$ cat src/rtl/gpu_csr.sv
// gpu_csr: Avalon-MM register file in front of the render controller.
// Shadow/active frame parameters, start/ack pulses, busy/done tracking, irq.
package gpu_csr_pkg;
  localparam int CAM_COORD_BITS = 8;
  localparam int CAM_FRAC_BITS = 8;
  localparam int CAM_CW = CAM_COORD_BITS + CAM_FRAC_BITS;

  typedef struct packed {
    logic [CAM_CW-1:0] x;
    logic [CAM_CW-1:0] y;
    logic [CAM_CW-1:0] z;
  } vec3_t;

  typedef struct packed {
    vec3_t look0;
    vec3_t look1;
    vec3_t look2;
    vec3_t look3;
  } camera;
endpackage

module gpu_csr
  import gpu_csr_pkg::*;
#(
  parameter int COORD_BITS = CAM_COORD_BITS,
  parameter int FRAC_BITS = CAM_FRAC_BITS
) (
  input  logic        clock,
  input  logic        reset,
  input  logic [4:0]  s1_address,
  input  logic        s1_read,
  input  logic        s1_write,
  input  logic [31:0] s1_writedata,
  output logic [31:0] s1_readdata,
  output logic [31:0] pixel_buffer,
  output logic [31:0] voxel_buffer,
  output logic [31:0] voxel_count,
  output logic [31:0] palette_buffer,
  output logic [31:0] palette_length,
  output camera       cam,
  output logic        do_render,
  output logic        clear_interrupt,
  input  logic        gpu_irq,
  output logic        irq
);
  localparam int CW = COORD_BITS + FRAC_BITS;

  typedef enum logic [1:0] {
    IDLE, BUSY, DONE, ACK_WAIT
  } state_t;

  state_t state, state_d;

  logic [31:0] pix_sh, vox_sh, cnt_sh, pal_sh, len_sh;
  logic [0:11][CW-1:0] cam_sh, cam_act;
  logic [31:0] frame_count;
  logic        irq_en, dropped, gpu_irq_q;
  logic        busy, irq_pending, irq_rise;
  logic        wr_ctrl, start, ack;
  logic        go, clr, drop, fc_inc;
  logic        cam_hit;
  logic [3:0]  cam_idx;
  logic [31:0] rdata;

  assign cam = camera'(cam_act);
  assign busy = (state == BUSY) || (state == ACK_WAIT);
  assign irq_pending = (state == DONE);
  assign irq_rise = gpu_irq & ~gpu_irq_q;
  assign wr_ctrl = s1_write && (s1_address == 5'd0);
  assign start = wr_ctrl & s1_writedata[0];
  assign ack = wr_ctrl & s1_writedata[1];
  assign cam_hit = (s1_address >= 5'd8) && (s1_address <= 5'd19);
  assign cam_idx = 4'(s1_address - 5'd8);

  always_comb begin
    state_d = state;
    go = 1'b0;
    clr = 1'b0;
    drop = 1'b0;
    fc_inc = 1'b0;
    unique case (state)
      IDLE: begin
        if (start) begin
          state_d = BUSY;
          go = 1'b1;
        end
      end
      BUSY: begin
        if (start) drop = 1'b1;
        if (irq_rise) begin
          state_d = DONE;
          fc_inc = 1'b1;
        end
      end
      DONE: begin
        if (ack) begin
          clr = 1'b1;
          state_d = start ? ACK_WAIT : IDLE;
        end else if (start) begin
          drop = 1'b1;
        end
      end
      ACK_WAIT: begin
        // controller is back in idle now; launch the deferred frame
        state_d = BUSY;
        go = 1'b1;
        if (start) drop = 1'b1;
      end
      default: state_d = IDLE;
    endcase
  end

  always_comb begin
    rdata = '0;
    unique case (s1_address)
      5'd0: rdata = {28'b0, dropped, irq_en, irq_pending, busy};
      5'd1: rdata = pix_sh;
      5'd2: rdata = vox_sh;
      5'd3: rdata = cnt_sh;
      5'd4: rdata = pal_sh;
      5'd5: rdata = len_sh;
      5'd6: rdata = frame_count;
      default: begin
        if (cam_hit) rdata = {{(32-CW){1'b0}}, cam_sh[cam_idx]};
      end
    endcase
  end

  always_ff @(posedge clock) begin
    if (reset) state <= IDLE;
    else state <= state_d;
  end

  always_ff @(posedge clock) begin
    if (reset) begin
      pix_sh <= '0;
      vox_sh <= '0;
      cnt_sh <= '0;
      pal_sh <= '0;
      len_sh <= '0;
      cam_sh <= '0;
      pixel_buffer <= '0;
      voxel_buffer <= '0;
      voxel_count <= '0;
      palette_buffer <= '0;
      palette_length <= '0;
      cam_act <= '0;
      frame_count <= '0;
      irq_en <= 1'b0;
      dropped <= 1'b0;
      gpu_irq_q <= 1'b0;
      do_render <= 1'b0;
      clear_interrupt <= 1'b0;
      irq <= 1'b0;
      s1_readdata <= '0;
    end else begin
      gpu_irq_q <= gpu_irq;
      do_render <= go;
      clear_interrupt <= clr;
      irq <= irq_pending & irq_en;
      s1_readdata <= s1_read ? rdata : '0;
      if (fc_inc) frame_count <= frame_count + 32'd1;
      if (wr_ctrl) irq_en <= s1_writedata[2];
      if (drop) dropped <= 1'b1;
      else if (wr_ctrl && s1_writedata[3]) dropped <= 1'b0;
      if (s1_write) begin
        unique case (s1_address)
          5'd1: pix_sh <= s1_writedata;
          5'd2: vox_sh <= s1_writedata;
          5'd3: cnt_sh <= s1_writedata;
          5'd4: pal_sh <= s1_writedata;
          5'd5: len_sh <= s1_writedata;
          default: begin
            if (cam_hit) cam_sh[cam_idx] <= s1_writedata[CW-1:0];
          end
        endcase
      end
      // active set sees the shadows as they were before this edge
      if (go) begin
        pixel_buffer <= pix_sh;
        voxel_buffer <= vox_sh;
        voxel_count <= cnt_sh;
        palette_buffer <= pal_sh;
        palette_length <= len_sh;
        cam_act <= cam_sh;
      end
    end
  end
endmodule

$ cat config.mk
export PLATFORM = sky130hd
export DESIGN_NAME = gpu_csr
export DESIGN_NICKNAME = d
export VERILOG_FILES = /design/src/rtl/gpu_csr.sv
export SDC_FILE = /design/constraint.sdc
export NUM_CORES = 2
export LEC_CHECK = 0
export CORE_UTILIZATION = 54
export CTS_CLUSTER_SIZE = 20
export DETAILED_ROUTE_END_ITERATION = 8
export DONT_BUFFER_PORTS = 1
export GPL_TIMING_DRIVEN = 0
export HOLD_SLACK_MARGIN = 0.1
export PLACE_DENSITY_LB_ADDON = 0.15
export SLEW_MARGIN = 10
export SYNTH_ARGS = -nofsm -noshare
export SYNTH_HDL_FRONTEND = slang
export SYNTH_SLANG_ARGS = --single-unit
$ cat constraint.sdc
create_clock -name clock -period 4.3 [get_ports clock]
set_input_delay 0.215 -clock clock [delete_from_list [all_inputs] [get_ports clock]]
set_output_delay 0.215 -clock clock [all_outputs]
set_load 0.05 [all_outputs]
==> qor.yml <==
synth:
  synth_fp_nets: 3775
  synthCells: 3727
  synth_enable_flop_cells: 0
  ys_types: 60
  yosysSeqAreaShare_pct: 51.9
  synth_seq_cells: 776
  ys_warn_count: 0
  async_flop_share_pct: 0
  syn-cell-area_um2: 29900
  syn_area_per_cell_um2: 8.03
  ys.flop_type: "dfxtp_1"
pwr:
  p_comb_share_pct: 4.2
  p_leak_nw: 11.0
  internal_power_mw: 11.5
  irDropWorstVdd_v: 0.000324
  clock_power_share_pct: 47.3
  p_total_mw: 15.0
  p_sw_share_pct: 23.4
  seqPwrFrac_pct: 48.5
  p_switching_mw: 3.49
  p_per_area_nw_per_um2: 442
global_route:
  met3_usage_pct: 12.1
  grt_usage_pct: 40.2
  grt.met1_usage_pct: 55.8
  top_usage_layer: "met2"
  antenna_found_initial: 6
  grt_pass1_wl_um: 168000
  grt_start_max_net_pins: 15
  grt_pass1_vias: 25400
  gr-usage-met2_pct: 58.0
  grt.overflow.total: 0
clock_tree:
  cts_num_sinks: 776
  cts_tree: "built"
  htreeDepth: 3
  clockRootBuffer: "clkbuf_16"
  cts_buffers: 79
  clk_path_buf_depth: 3
  cts_setup_buffers: 0
  clk_latency_ns: 0.65
  clkSlewWorstSetupHoldPaths_ns: 0.07
detailed_routing:
  firstDrtPassIters: 6
  vias: 28500
  ant_nets: 0
  wl_per_cell_um: 25.1
  drcViolationCount: 0
  wl_um: 117000
  drtIter0Drc: 3791
  viasPerCell: 6.14
placement:
  portBuffers: 0
  place_inst: 4466
  gp_congestion: 1.03
  hpwl_um: 87000
  dp_slack_ns: 1.19
flow_run:
  drv_cap: 0
sta:
  tns_ns: 0
  worst_slack_ns: 1.18
  clock_skew_ns: 0.0190
  worst-slew-pin-transition_ns: 1.43
  holdWs_ns: 0.112
  max_slew_margin_pct: 4.48
  final_hold_viol_count: 0
  rsz0062_at_grt: "no"
  fmax_mhz: 321
  setup_viol: 0
  drv_slew: 0
  min_period_ns: 3.12
  finalCritPeriodShare_pct: 72.5
critical_path:
  cp.arrival_ns: 3.64
  critPathMaxFanout: 7
  critPathKind: "in2reg"
  end_kind: "flop"
  startpoint_type: "input port"
  cp.required_ns: 4.83
finish:
  most-common-layout-cells: "nand2_1 (1383), dfxtp_1 (776), a21oi_1 (727), clkbuf_1 (195), buf_2 (104)"
  syn2layout_area_growth_pct: 12.9
  instances_no_fill: 4639
  finalNetCount: 3886
  drive_gt1_share_pct: 8.26
  layout_commonest_cell: "nand2_1"
  fill_cells: 4962
die:
  rows: 85
  ios: 429
  core_um2: 54300
  start_util_pct: 55.1
  die_height_um: 237
  die_w_um: 237
  die_area_um2: 56400
status:
  status: "finished, final reports clean"
worst_hold_path:
  holdCritPathClass: "in2reg"
## layer usage
metal	share of wire (%)	wire length, um
met5	0.035	41
met1	39	45800
met3	14	16700
met4	4.5	5200
met2	42	48900
## state kept, by name, indices dropped and copies added (netlist names), 32 cells and up
signal,count
palette_buffer,32
voxel_count,32
pixel_buffer,32
cam,192
pix_sh,32
vox_sh,32
cnt_sh,32
voxel_buffer,32
palette_length,32
pal_sh,32
cam_sh,192
s1_readdata,32
frame_count,32
len_sh,32
## worst max-delay path, cell delays in order
cell	delay [ns]
dlygate4sd3_1	0.64
nor4_4	0.41
nand3_1	0.12
dlygate4sd3_1	0.58
a222oi_1	0.21
dlygate4sd3_1	0.66
mux2i_1	0.20
dlygate4sd3_1	0.57
nor2_1	0.04
## path summary, 6_finish.rpt
check,start,endpoint,slack [ns],depth (start not counted)
worst max-delay path,s1_address[0],state[0]$_SDFFE_PP0P_,1.18,9
worst max register to register,state[0]$_SDFFE_PP0P_,state[0]$_SDFFE_PP0P_,1.61,7
worst min register to register,len_sh[9]$_SDFFE_PP0P_,len_sh[9]$_SDFFE_PP0P_,0.47,2
worst min-delay path,s1_write,cam_sh[49]$_SDFFE_PP0P_,0.11,4
## synth_stat cells, types with 7 or more instances
cell type	n	area share, %
a221o_1	8	0.27
xor2_1	14	0.41
nor2b_1	7	0.15
nand2_1	1383	17
nand3_1	79	1.3
dfxtp_1	776	52
nor3_1	9	0.15
clkbuf_1	181	2.3
or3_1	7	0.15
o22ai_1	15	0.31
a221oi_1	20	0.58
buf_4	20	0.50
and2_1	11	0.23
mux2i_1	52	1.7
mux2_2	23	0.86
nand2b_1	8	0.17
and3_1	11	0.23
a21oi_1	727	12
buf_1	10	0.13
a22oi_1	51	1.3
mux4_2	28	2.1
nor2_1	58	0.73
nand4_1	11	0.23
buf_2	104	1.7
xnor2_1	11	0.32
a31oi_1	17	0.36
## cells by family after synthesis
logic type | Yosys count | synth area share, %
buffers and inverters | 325 | 4.86
XOR/XNOR | 25 | 0.731
AND/OR/NAND/NOR | 1621 | 21.8
AO/OA/AOI/OAI | 871 | 15.8
adder cells (fa/ha/maj) | 6 | 0.251
multiplexers | 103 | 4.71
flip-flops | 776 | 51.9
## cell type report
cell class	count	area, um^2	share of cell area [%]
Timing Repair Buffer	30	300	0.888
Tap cell	739	925	2.73
Inverter	6	22.5	0.0666
Clock inverter	25	280	0.829
Buffer	319	1430	4.24
Sequential cell	776	15500	45.9
Antenna cell	3	7.51	0.0222
Clock buffer	115	2350	6.96
Multi-Input combinational cell	2626	13000	38.3
## power groups by stage
stage	Combinational, mW	Sequential, mW	Clock (mW)
after global placement	0.541	7.42	0
after CTS	0.590	7.26	7.05
after detailed placement	0.542	7.42	0
final	0.622	7.26	7.07
after floorplan	0.330	7.40	0
after global routing	0.633	7.26	7.37
## what timing repair did
action                    4_1_cts  5_1_grt
gates resized for setup         0        0
hold buffers                   30        0
hold endpoints to repair      125        0
## metrics by stage
step,utilization (%),cell area (um^2)
final,62.2,33800
after global routing,62.2,33800
after CTS,62.2,33800
after detailed placement,56.8,30900
after global placement,56.8,30900
after floorplan,-,29900
Power figures use the tool's default switching activity.
